--- src/rtl/da_mac_engine.sv ---
// da_mac_engine: bit-serial distributed-arithmetic multiply-accumulate.
// One signed result per block of N_IN samples, MSB bit-plane first.
module da_mac_engine #(
    parameter  int IN_W   = 8,
    parameter  int N_IN   = 8,
    parameter  int ADDR_W = 4,
    parameter  int ROM_W  = 17,
    parameter  int SIGNED = 1,
    localparam int NB     = N_IN / ADDR_W,
    localparam int SW     = ROM_W + $clog2(NB),
    localparam int OUT_W  = SW + IN_W
) (
    input  logic                    clk,
    input  logic                    rst_n,
    input  logic                    in_valid,
    output logic                    in_ready,
    input  logic [N_IN*IN_W-1:0]    in_data,
    output logic [NB*ADDR_W-1:0]    rom_addr,
    input  logic [NB*ROM_W-1:0]     rom_data,
    output logic                    out_valid,
    input  logic                    out_ready,
    output logic signed [OUT_W-1:0] out_data,
    output logic                    busy
);

    localparam int CW = (IN_W > 1) ? $clog2(IN_W) : 1;
    localparam int NX = (IN_W > 1) ? IN_W - 2 : 0;

    typedef enum logic [1:0] {IDLE, RUN, HOLD} state_t;

    state_t                   state;
    logic [IN_W-1:0]          sr [N_IN];
    logic [CW-1:0]            bitcnt;
    logic signed [OUT_W-1:0]  acc;
    logic signed [OUT_W-1:0]  acc_next;
    logic signed [OUT_W-1:0]  term;
    logic signed [SW-1:0]     psum;
    logic [NB*ADDR_W-1:0]     addr_q;
    logic [NB*ADDR_W-1:0]     addr_ld;
    logic [NB*ADDR_W-1:0]     addr_nx;
    logic                     accept;

    assign in_ready = (state == IDLE) || ((state == HOLD) && out_ready);
    assign accept   = in_valid && in_ready;
    assign rom_addr = addr_q;

    // Sum of all bank words for the current plane, sign-extended.
    always_comb begin
        psum = '0;
        for (int j = 0; j < NB; j++) begin
            psum = psum + SW'($signed(rom_data[j*ROM_W +: ROM_W]));
        end
    end

    // Shift-and-add; the sign plane is subtracted for two's-complement input.
    always_comb begin
        term = OUT_W'(psum);
        if ((SIGNED != 0) && (bitcnt == CW'(IN_W - 1))) begin
            term = -term;
        end
        acc_next = (acc <<< 1) + term;
    end

    // Bank addresses: lowest-index sample of a bank drives the address MSB.
    always_comb begin
        addr_ld = '0;
        addr_nx = '0;
        for (int j = 0; j < NB; j++) begin
            for (int i = 0; i < ADDR_W; i++) begin
                addr_ld[j*ADDR_W + ADDR_W-1-i] =
                    in_data[(j*ADDR_W + i)*IN_W + IN_W-1];
                addr_nx[j*ADDR_W + ADDR_W-1-i] = sr[j*ADDR_W + i][NX];
            end
        end
    end

    // Sequencer: accept a block, run IN_W planes, hold the result.
    always_ff @(posedge clk or negedge rst_n) begin
        if (!rst_n) begin
            state     <= IDLE;
            out_valid <= 1'b0;
            out_data  <= '0;
            busy      <= 1'b0;
            acc       <= '0;
            bitcnt    <= '0;
            addr_q    <= '0;
            for (int k = 0; k < N_IN; k++) sr[k] <= '0;
        end else if (accept) begin
            state     <= RUN;
            out_valid <= 1'b0;
            busy      <= 1'b1;
            acc       <= '0;
            bitcnt    <= CW'(IN_W - 1);
            addr_q    <= addr_ld;
            for (int k = 0; k < N_IN; k++) sr[k] <= in_data[k*IN_W +: IN_W];
        end else begin
            case (state)
                RUN: begin
                    acc <= acc_next;
                    for (int k = 0; k < N_IN; k++) sr[k] <= sr[k] << 1;
                    if (bitcnt == '0) begin
                        out_data  <= acc_next;
                        out_valid <= 1'b1;
                        busy      <= 1'b0;
                        addr_q    <= '0;
                        state     <= HOLD;
                    end else begin
                        bitcnt <= bitcnt - 1'b1;
                        addr_q <= addr_nx;
                    end
                end
                HOLD: begin
                    if (out_ready) begin
                        out_valid <= 1'b0;
                        state     <= IDLE;
                    end
                end
                default: ;
            endcase
        end
    end

endmodule

--- config.mk ---
export PLATFORM = sky130hd
export DESIGN_NAME = da_mac_engine
export DESIGN_NICKNAME = d
export VERILOG_FILES = /design/src/rtl/da_mac_engine.sv
export SDC_FILE = /design/constraint.sdc
export NUM_CORES = 1
export LEC_CHECK = 0
export BUFFER_PORTS_ARGS = -buffer_cell sky130_fd_sc_hd__buf_2
export CAP_MARGIN = 40
export CELL_PAD_IN_SITES_DETAIL_PLACEMENT = 0
export CELL_PAD_IN_SITES_GLOBAL_PLACEMENT = 2
export CORE_AREA = 2 2 170 130
export DETAILED_ROUTE_END_ITERATION = 12
export DIE_AREA = 0 0 172 132
export GPL_TIMING_DRIVEN = 0
export PLACE_DENSITY = 0.85
export SLEW_MARGIN = 5
export SYNTH_ARGS = -nofsm -noshare
export SYNTH_HDL_FRONTEND = slang
export SYNTH_SLANG_ARGS = --single-unit
--- constraint.sdc ---
create_clock -name clk -period 8.3 [get_ports clk]
set_input_delay 1.245 -clock clk [delete_from_list [all_inputs] [get_ports clk]]
set_output_delay 1.245 -clock clk [all_outputs]
set_load 0.1 [all_outputs]
# Word level (Yosys, flattened, before mapping)
# Cells that the tools add are included.
# totals
reg_bits	122
output_inout_bits	37
in_bits	102
elab_cells	60
# op_classes
n_reduce_logical	12
muxes	22
add_sub_neg	4
bitwise	1
eq_ne	6
# ops
cell	n
$mux W63	2
$mux W25	2
$add A26 B26 Y26	1
$mux W26	1
$neg A18 Y26	1
$mux W8	3
$add A17 B17 Y18	1
$mux W3	3
$mux W1	6
$mux W2	3
$ne A3 B3 Y1 const B	2
$reduce_and A3 Y1	2
$pmux W2 S2	1
$reduce_and A2 Y1	2
$reduce_bool A2 Y1	2
$eq A3 B3 Y1 const B	1
$logic_not A3 Y1	1
$reduce_bool A3 Y1	1
$sub A3 B1 Y3 const B	1
$eq A2 B1 Y1 const B	1
$eq A2 B2 Y1 const B	1
$logic_and A1 B1 Y1	2
$logic_not A2 Y1	1
$ne A2 B2 Y1 const B	1
3 further kinds	3

# Longest topological paths before layout
# Gate-level depths: netlist of the first run.
# depth
word_depth	6
mapped_depth	22

# Worst setup path after synthesis of the first run
# Ideal clock, no wire load.
# synth_timing
path_type	input to register
startpoint	input rom_data[0]
endpoint	register acc[24]
arrival_time_ps	5581
setup_slack_ps	2650
setup_ps	69
path_stages	21
n_path_buf	0
path_cell_list	ha_1 -> inv_1 -> fa_1 -> nor2b_4 -> o211ai_2 -> a31oi_1 -> mux2i_1 -> nand2_1 -> or3_1 -> o21ai_0 -> xnor2_1 -> ha_1 -> a21o_1 -> a21o_1 -> a21oi_1 -> o21ai_0 -> a2111o_1 -> o221ai_1 -> o21ai_0 -> or4_1 -> nand3_1
# synth_via
elab_chain_len	6
# synth_lines
element	line	text
start: declaration	19	input logic [NB*ROM_W-1:0] rom_data,
$add A17 B17 Y18 (*)	51	psum = psum + SW'($signed(rom_data[j*ROM_W +: ROM_W]));
$neg A18 Y26	59	term = -term;
$mux W26 (*)	58	if ((SIGNED != 0) && (bitcnt == CW'(IN_W - 1))) begin
$add A26 B26 Y26 (*)	61	acc_next = (acc <<< 1) + term;
$mux W25 (*)	97	case (state)
$mux W25 (*)	88	end else if (accept) begin
end signal: assignment	99	acc <= acc_next;
end: declaration	34	logic signed [OUT_W-1:0] acc;
# Every way passes the cells marked *; elsewhere a longest branch is shown, timed or not. The select of a mux whose other input is x is not followed.
# A chain may end at the register's enable or synchronous reset.

# Worst setup path in the final report of the first run
# layout_timing
startpoint	input rom_data[0]
endpoint	register out_data[23]
# layout_via
elab_chain_len	4
# layout_lines
element	line	text
$add A17 B17 Y18 (*)	51	
$neg A18 Y26	59	
$mux W26 (*)	58	
$add A26 B26 Y26 (*)	61	
end signal: assignment	102	out_data <= acc_next;
end: declaration	22	output logic signed [OUT_W-1:0] out_data,
# Every way passes the cells marked *; elsewhere a longest branch is shown, timed or not.

==> results_dict.tcl, run 1 <==
set metrics [dict create \
    synth_ff_type "dfrtp_1" \
    floorplan.rows 46 \
    maxCapViolCount 0 \
    layout_common_cells "nand2_1 (190), buf_2 (138), dfrtp_1 (121), o21ai_0 (74), a22oi_1 (50)" \
    design_area_um2 9156 \
    track_usage_pct 19.55 \
    avgSynthCellArea_um2 8.693 \
    post_cts_buffers 0 \
    synth.net_count 1008 \
    cts_root_buffer "clkbuf_16" \
    numCtsBuffers 17 \
    grt_pass1_vias 6515 \
    hold_viol_final 0 \
    yosysSeqAreaShare_pct 40.64 \
    crit_family "compound AO/OA/AOI/OAI gates" \
    gr-total-overflow 0 \
    clk_pin_slew_ns 0.06 \
    clockBufferDepth 2 \
    io_buffer_count 138 \
    min_period_over_period_pct 73.15 \
    dp.cells 1284 \
    initialDrtViolationCount 383 \
    rsz0062_at_grt "false" \
    crit_buf_inv 2 \
    async_reset_ff_share_pct 100.0 \
    tritoncts "built" \
    syn-cell-area_um2 7450 \
    synthCells 857 \
    syn_to_final_growth_pct 22.91 \
    grt_use_met3_pct 3.603 \
    hold_class "reg2reg" \
    place_area_um2 8534 \
    routed_wl_mm 21.30 \
    die-area_um2 22700 \
    grt_start_max_net_pins 84 \
    die_h_um 132 \
    drc 0 \
    fp.dieW_um 172 \
    clk_latency_ns 0.42 \
    met2_usage_pct 28.11 \
    path_class "in2reg" \
    io_pins 139 \
    status "complete, no violations" \
    antenna_found_initial 4 \
    arrival_ns 6.34 \
    fillers 2158 \
    synthDistinctLibCells 62 \
    h-tree-depth 4 \
    critical_path.slowest_cell "a31oi_1" \
    crit_path_max_incr_delay_ns 0.46 \
    cp_max_fo 5 \
    routedWlPerCell_um 16.15 \
    tns_ns 0 \
    vias_per_cell 5.056 \
    final_common_cell "nand2_1" \
    first_pass_iters 5 \
    gr-max-usage-layer "met1" \
    gp_congestion 0.8092 \
    startpoint_type "input pin" \
    path_cells "buf_2 > ha_1 > inv_1 > fa_1 > nor2b_4 > o211ai_2 > a31oi_1 > o21a_1 > a21o_1 > nand4b_1 > nor2_1 > nor2_1 > xor2_1 > ha_1 > a211oi_1 > nand2_1 > a211oi_1 > nor3_1 > a221o_1 > nand2_1 > a21oi_1 > xnor2_1 > o21ai_0" \
    finClkSkew_ns 0.01034 \
    dp_hpwl_mm 16.00 \
    post_cts_resize_count 0 \
    hold_slack_ns 0.4629 \
    coreArea_um2 20950 \
    cp-end-kind "flip-flop" \
    ys_ff_latch 121 \
    period_needed_ns 6.071 \
    fin_nets 1166 \
    initial_core_util_pct 35.56 \
    synth_edf_count 0 \
    vias 6669 \
    numClockSinks 121 \
    cts_hold_buf 0 \
    synth-warning-count 0 \
    worstPathRequired_ns 8.57 \
    clock.fmax_mhz 164.7 \
    finalSetupViolCount 0 \
    ant_nets 0 \
    slew_violations 0 \
    final_cell_count_no_fill 1319 \
    grt_pass1_wl_mm 34.85 \
    drive_gt1_share_pct 18.19 \
    met1_usage_pct 30.05 \
    slew-limit-headroom_pct 48.66 \
    tightest_slew_ns 0.7702 \
]
[routing by layer]
metal / vias up / part of all wire (%)
met1: 3124 / 52
met5: - / 0.061
met2: 149 / 42
met3: 24 / 4.6
li1: 3370 / -
met4: 2 / 1.3
[cell usage after synthesis (4+ instances only)]
cell type	number	area, um2
mux2i_1	4	40.04
o31ai_1	5	37.54
a22oi_1	50	375.4
nand2b_1	8	50.05
or3_1	4	25.02
inv_1	23	86.33
nand3_1	34	170.2
nor3_1	11	55.05
o21a_1	7	52.55
a21oi_1	36	180.2
and3_1	7	43.79
ha_1	47	588.1
nand2_1	190	713.2
nor2_1	42	157.7
o211ai_1	6	45.04
dfrtp_1	121	3028
o21bai_1	4	30.03
clkbuf_1	34	127.6
a211oi_1	5	37.54
xnor2_1	29	254.0
xor2_1	18	157.7
a31oi_1	12	75.07
a21o_1	17	127.6
o21ai_0	74	370.4
buf_1	4	15.01
nor2b_1	7	43.79
and2_1	6	37.54
[stage by stage]
stage                     util (%)  worst slack (ns)
after global routing         43.71             1.757
final                        43.71             2.229
after CTS                    43.67             2.278
after detailed placement     40.74             1.879
after floorplan                  -             2.650
after global placement       40.58             1.859
[worst min-delay path, cell delays in order (launching register included)]
cell	delay (ns)
dfrtp_1	0.34
nand2_1	0.05
nand2_1	0.05
[path summary, 6_finish.rpt]
kind,to,slack (ns),from,cells past startpoint
max,out_data[23],2.23,rom_data[0],23
min,rom_addr[2],0.46,rom_addr[2],2
max reg2reg,out_data[23],4.06,bitcnt[0],15
min reg2reg,rom_addr[2],0.46,rom_addr[2],2
max in group asynchronous,sr[25],6.80,rst_n,2
min in group asynchronous,out_data[16],0.73,rst_n,1
[cell type report]
type                       instances  area, um2  share of cell area (%)
multi-input combinational        673       4177                   45.61
sequential                       121       3028                   33.07
timing repair buffer             139      724.4                   7.912
clock buffer                      17      425.4                   4.646
tap                              288      360.3                   3.936
clock inverter                    15      188.9                   2.063
buffer                            40      158.9                   1.735
inverter                          23      86.33                  0.9429
antenna                            3      7.507                 0.08199
[sequential cells by signal (all words and copies together) (netlist names)]
name and count:
out_data 26, sr 48, acc 25, addr_nx 8
bitcnt 3, rom_addr 8, state 2, busy 1
[cells by family (layout without fill, tap and decap cells)]
logic type / count (synthesis) / in the layout / synth area share (%)
other: 0 / 3 / 0
xor gates and xnor gates: 48 / 48 / 5.828
AOI/OAI and AO/OA: 242 / 242 / 21.48
adders and majority gates: 49 / 49 / 8.431
DFF: 121 / 121 / 40.64
buffers and inverters: 63 / 234 / 3.292
muxes: 6 / 6 / 0.8398
and+or+nand+nor: 328 / 328 / 19.48
Power of run 1 is left out: the tool's default activity adds up to more than one toggle a clock period on the data nets, which glitch-free logic cannot reach.
==> run 2, diff against run 1 <==
Settings changed: CORE_AREA 2 2 170 130 to 2 2 174 134, DIE_AREA 0 0 172 132 to 0 0 176 136, PLACE_DENSITY 0.85 to 0.81.
Clock period 8.3 ns to 6 ns, I/O delays scaled along.
==> run 2 against run 1 <==
Sequential cell count did not move; cell count rose by 0.83%; first-iteration DRC count fell by 26%; hold slack got worse by 0.086 ns; register-to-register slack got worse by 2.3 ns; count of clock-buffer cells in the layout did not move; design area rose by 0.78%; non-clock buffer count rose by 2; global-route usage fell by 1.3 points; via count fell by 0.67%; worst setup slack got worse by 1.8 ns; wire length barely moved.
==> results_dict.tcl, run 2 (synthesis results as in run 1) <==
set metrics [dict create \
    fp.dieW_um 176 \
    critical_path.slowest_cell "or4_1" \
    drive_gt1_share_pct 18.74 \
    coreArea_um2 22400 \
    syn_to_final_growth_pct 23.87 \
    fin_nets 1168 \
    final_cell_count_no_fill 1330 \
    min_period_over_period_pct 93.40 \
    io_buffer_count 138 \
    top_regs "sr: 48 flops, out_data: 26 flops, acc: 25 flops" \
    grt_pass1_wl_mm 34.25 \
    first_pass_iters 5 \
    floorplan.rows 48 \
    io_pins 139 \
    tightest_slew_ns 0.7715 \
    h-tree-depth 4 \
    die-area_um2 23940 \
    antenna_cells 0 \
    die_h_um 136 \
    grt_pass1_vias 6400 \
    hold_class "in2async" \
    period_needed_ns 5.604 \
    hold_viol_final 0 \
    cp-end-kind "flip-flop" \
    numCtsBuffers 17 \
    worstPathRequired_ns 6.35 \
    ant_nets 0 \
    final_common_cell "nand2_1" \
    routed_wl_mm 21.29 \
    gr-max-usage-layer "met1" \
    grt_use_met3_pct 2.713 \
    tritoncts "built" \
    dp.cells 1296 \
    antenna_found_initial 0 \
    startpoint_type "input pin" \
    cp_max_fo 7 \
    slew_violations 0 \
    arrival_ns 5.95 \
    maxCapViolCount 0 \
    crit_path_max_incr_delay_ns 0.49 \
    gp_congestion 0.8168 \
    vias 6624 \
    largest_register_ffs 48 \
    regMostFlops "sr" \
    clock.fmax_mhz 178.4 \
    grt_start_max_net_pins 87 \
    met1_usage_pct 28.43 \
    cts_root_buffer "clkbuf_16" \
    rsz0062_at_grt "false" \
    numClockSinks 121 \
    dp_hpwl_mm 16.28 \
    track_usage_pct 18.22 \
    path_class "in2reg" \
    clk_latency_ns 0.41 \
    status "complete, no violations" \
    clk_pin_slew_ns 0.06 \
    drc 0 \
    routedWlPerCell_um 16.01 \
    initialDrtViolationCount 283 \
    finalSetupViolCount 0 \
    slew-limit-headroom_pct 48.57 \
    layout_common_cells "nand2_1 (190), buf_2 (138), dfrtp_1 (121), o21ai_0 (72), a22oi_1 (50)" \
    clockBufferDepth 2 \
    gr-total-overflow 0 \
    initial_core_util_pct 33.26 \
    path_cells "buf_2 > ha_1 > inv_1 > fa_1 > nor2b_4 > o211ai_2 > a31oi_1 > o21a_1 > a21o_1 > nand4b_1 > nor4b_2 > nor2_1 > xor2_1 > ha_1 > clkbuf_1 > a21oi_1 > inv_1 > a2111o_1 > o221ai_1 > o21ai_1 > or4_1 > nand3_1" \
    finClkSkew_ns 0.007174 \
    met2_usage_pct 26.47 \
    vias_per_cell 4.980 \
]
## run 2: worst paths after layout
check	end	start	slack [ns]	depth (start not counted)
worst min-delay path	out_data[13]	rst_n	0.38	1
worst max-delay path	acc[24]	rom_data[0]	0.40	22
worst max register to register	acc[24]	bitcnt[0]	1.79	15
max in group asynchronous	sr[48]	rst_n	4.86	2
worst min register to register	rom_addr[3]	rom_addr[3]	0.47	2
min in group clk	rom_addr[3]	rom_addr[3]	0.47	2
## run 2: layout make-up
cell class / instances / area [um2]
Buffer: 40 / 158.9
Sequential cell: 121 / 3028
Multi-Input combinational cell: 673 / 4200
Clock inverter: 15 / 214.0
Fill cell: 2357 / 13170
Inverter: 23 / 86.33
Clock buffer: 17 / 425.4
Tap cell: 300 / 375.4
Timing Repair Buffer: 141 / 739.5
## run 2: routing by layer
| metal | vias up | share of wire, % |
|---|---|---|
| met1 | 3139 | 54 |
| met3 | 12 | 3.0 |
| met2 | 101 | 42 |
| li1 | 3372 | - |
| met5 | - | 0 |
| met4 | 0 | 0.68 |
## run 2: repair_timing
item,CTS,global route
endpoints found under the setup margin,0,10
hold buffers,0,0
buffers inserted,0,2
hold endpoints to repair,0,0
gates resized for setup,0,6
## run 2: stage by stage
stage               hold slack [ns]  utilization, %  setup slack [ns]  area (um2)  TNS [ns]
floorplan                    0.4458               -            0.6949        7450         0
global placement             0.4466           38.01           -0.1161        8516   -0.3790
detailed placement           0.4521           38.16          -0.09068        8549   -0.2648
CTS                          0.3849           41.02            0.2823        9189         0
global route                 0.3977           41.19           0.05630        9228         0
finish                       0.3773           41.19            0.3957        9228         0
## run 2: worst max-delay path: cells and delay by family
kind / cells / cell delay, ns
AO/OA/AOI/OAI: 8 / 2.08
buffers and inverters: 4 / 0.42
AND/OR/NAND/NOR: 6 / 1.39
adder cells (fa/ha/maj): 3 / 0.94
XOR/XNOR: 1 / 0.17
Power of run 2 is left out for the same reason.
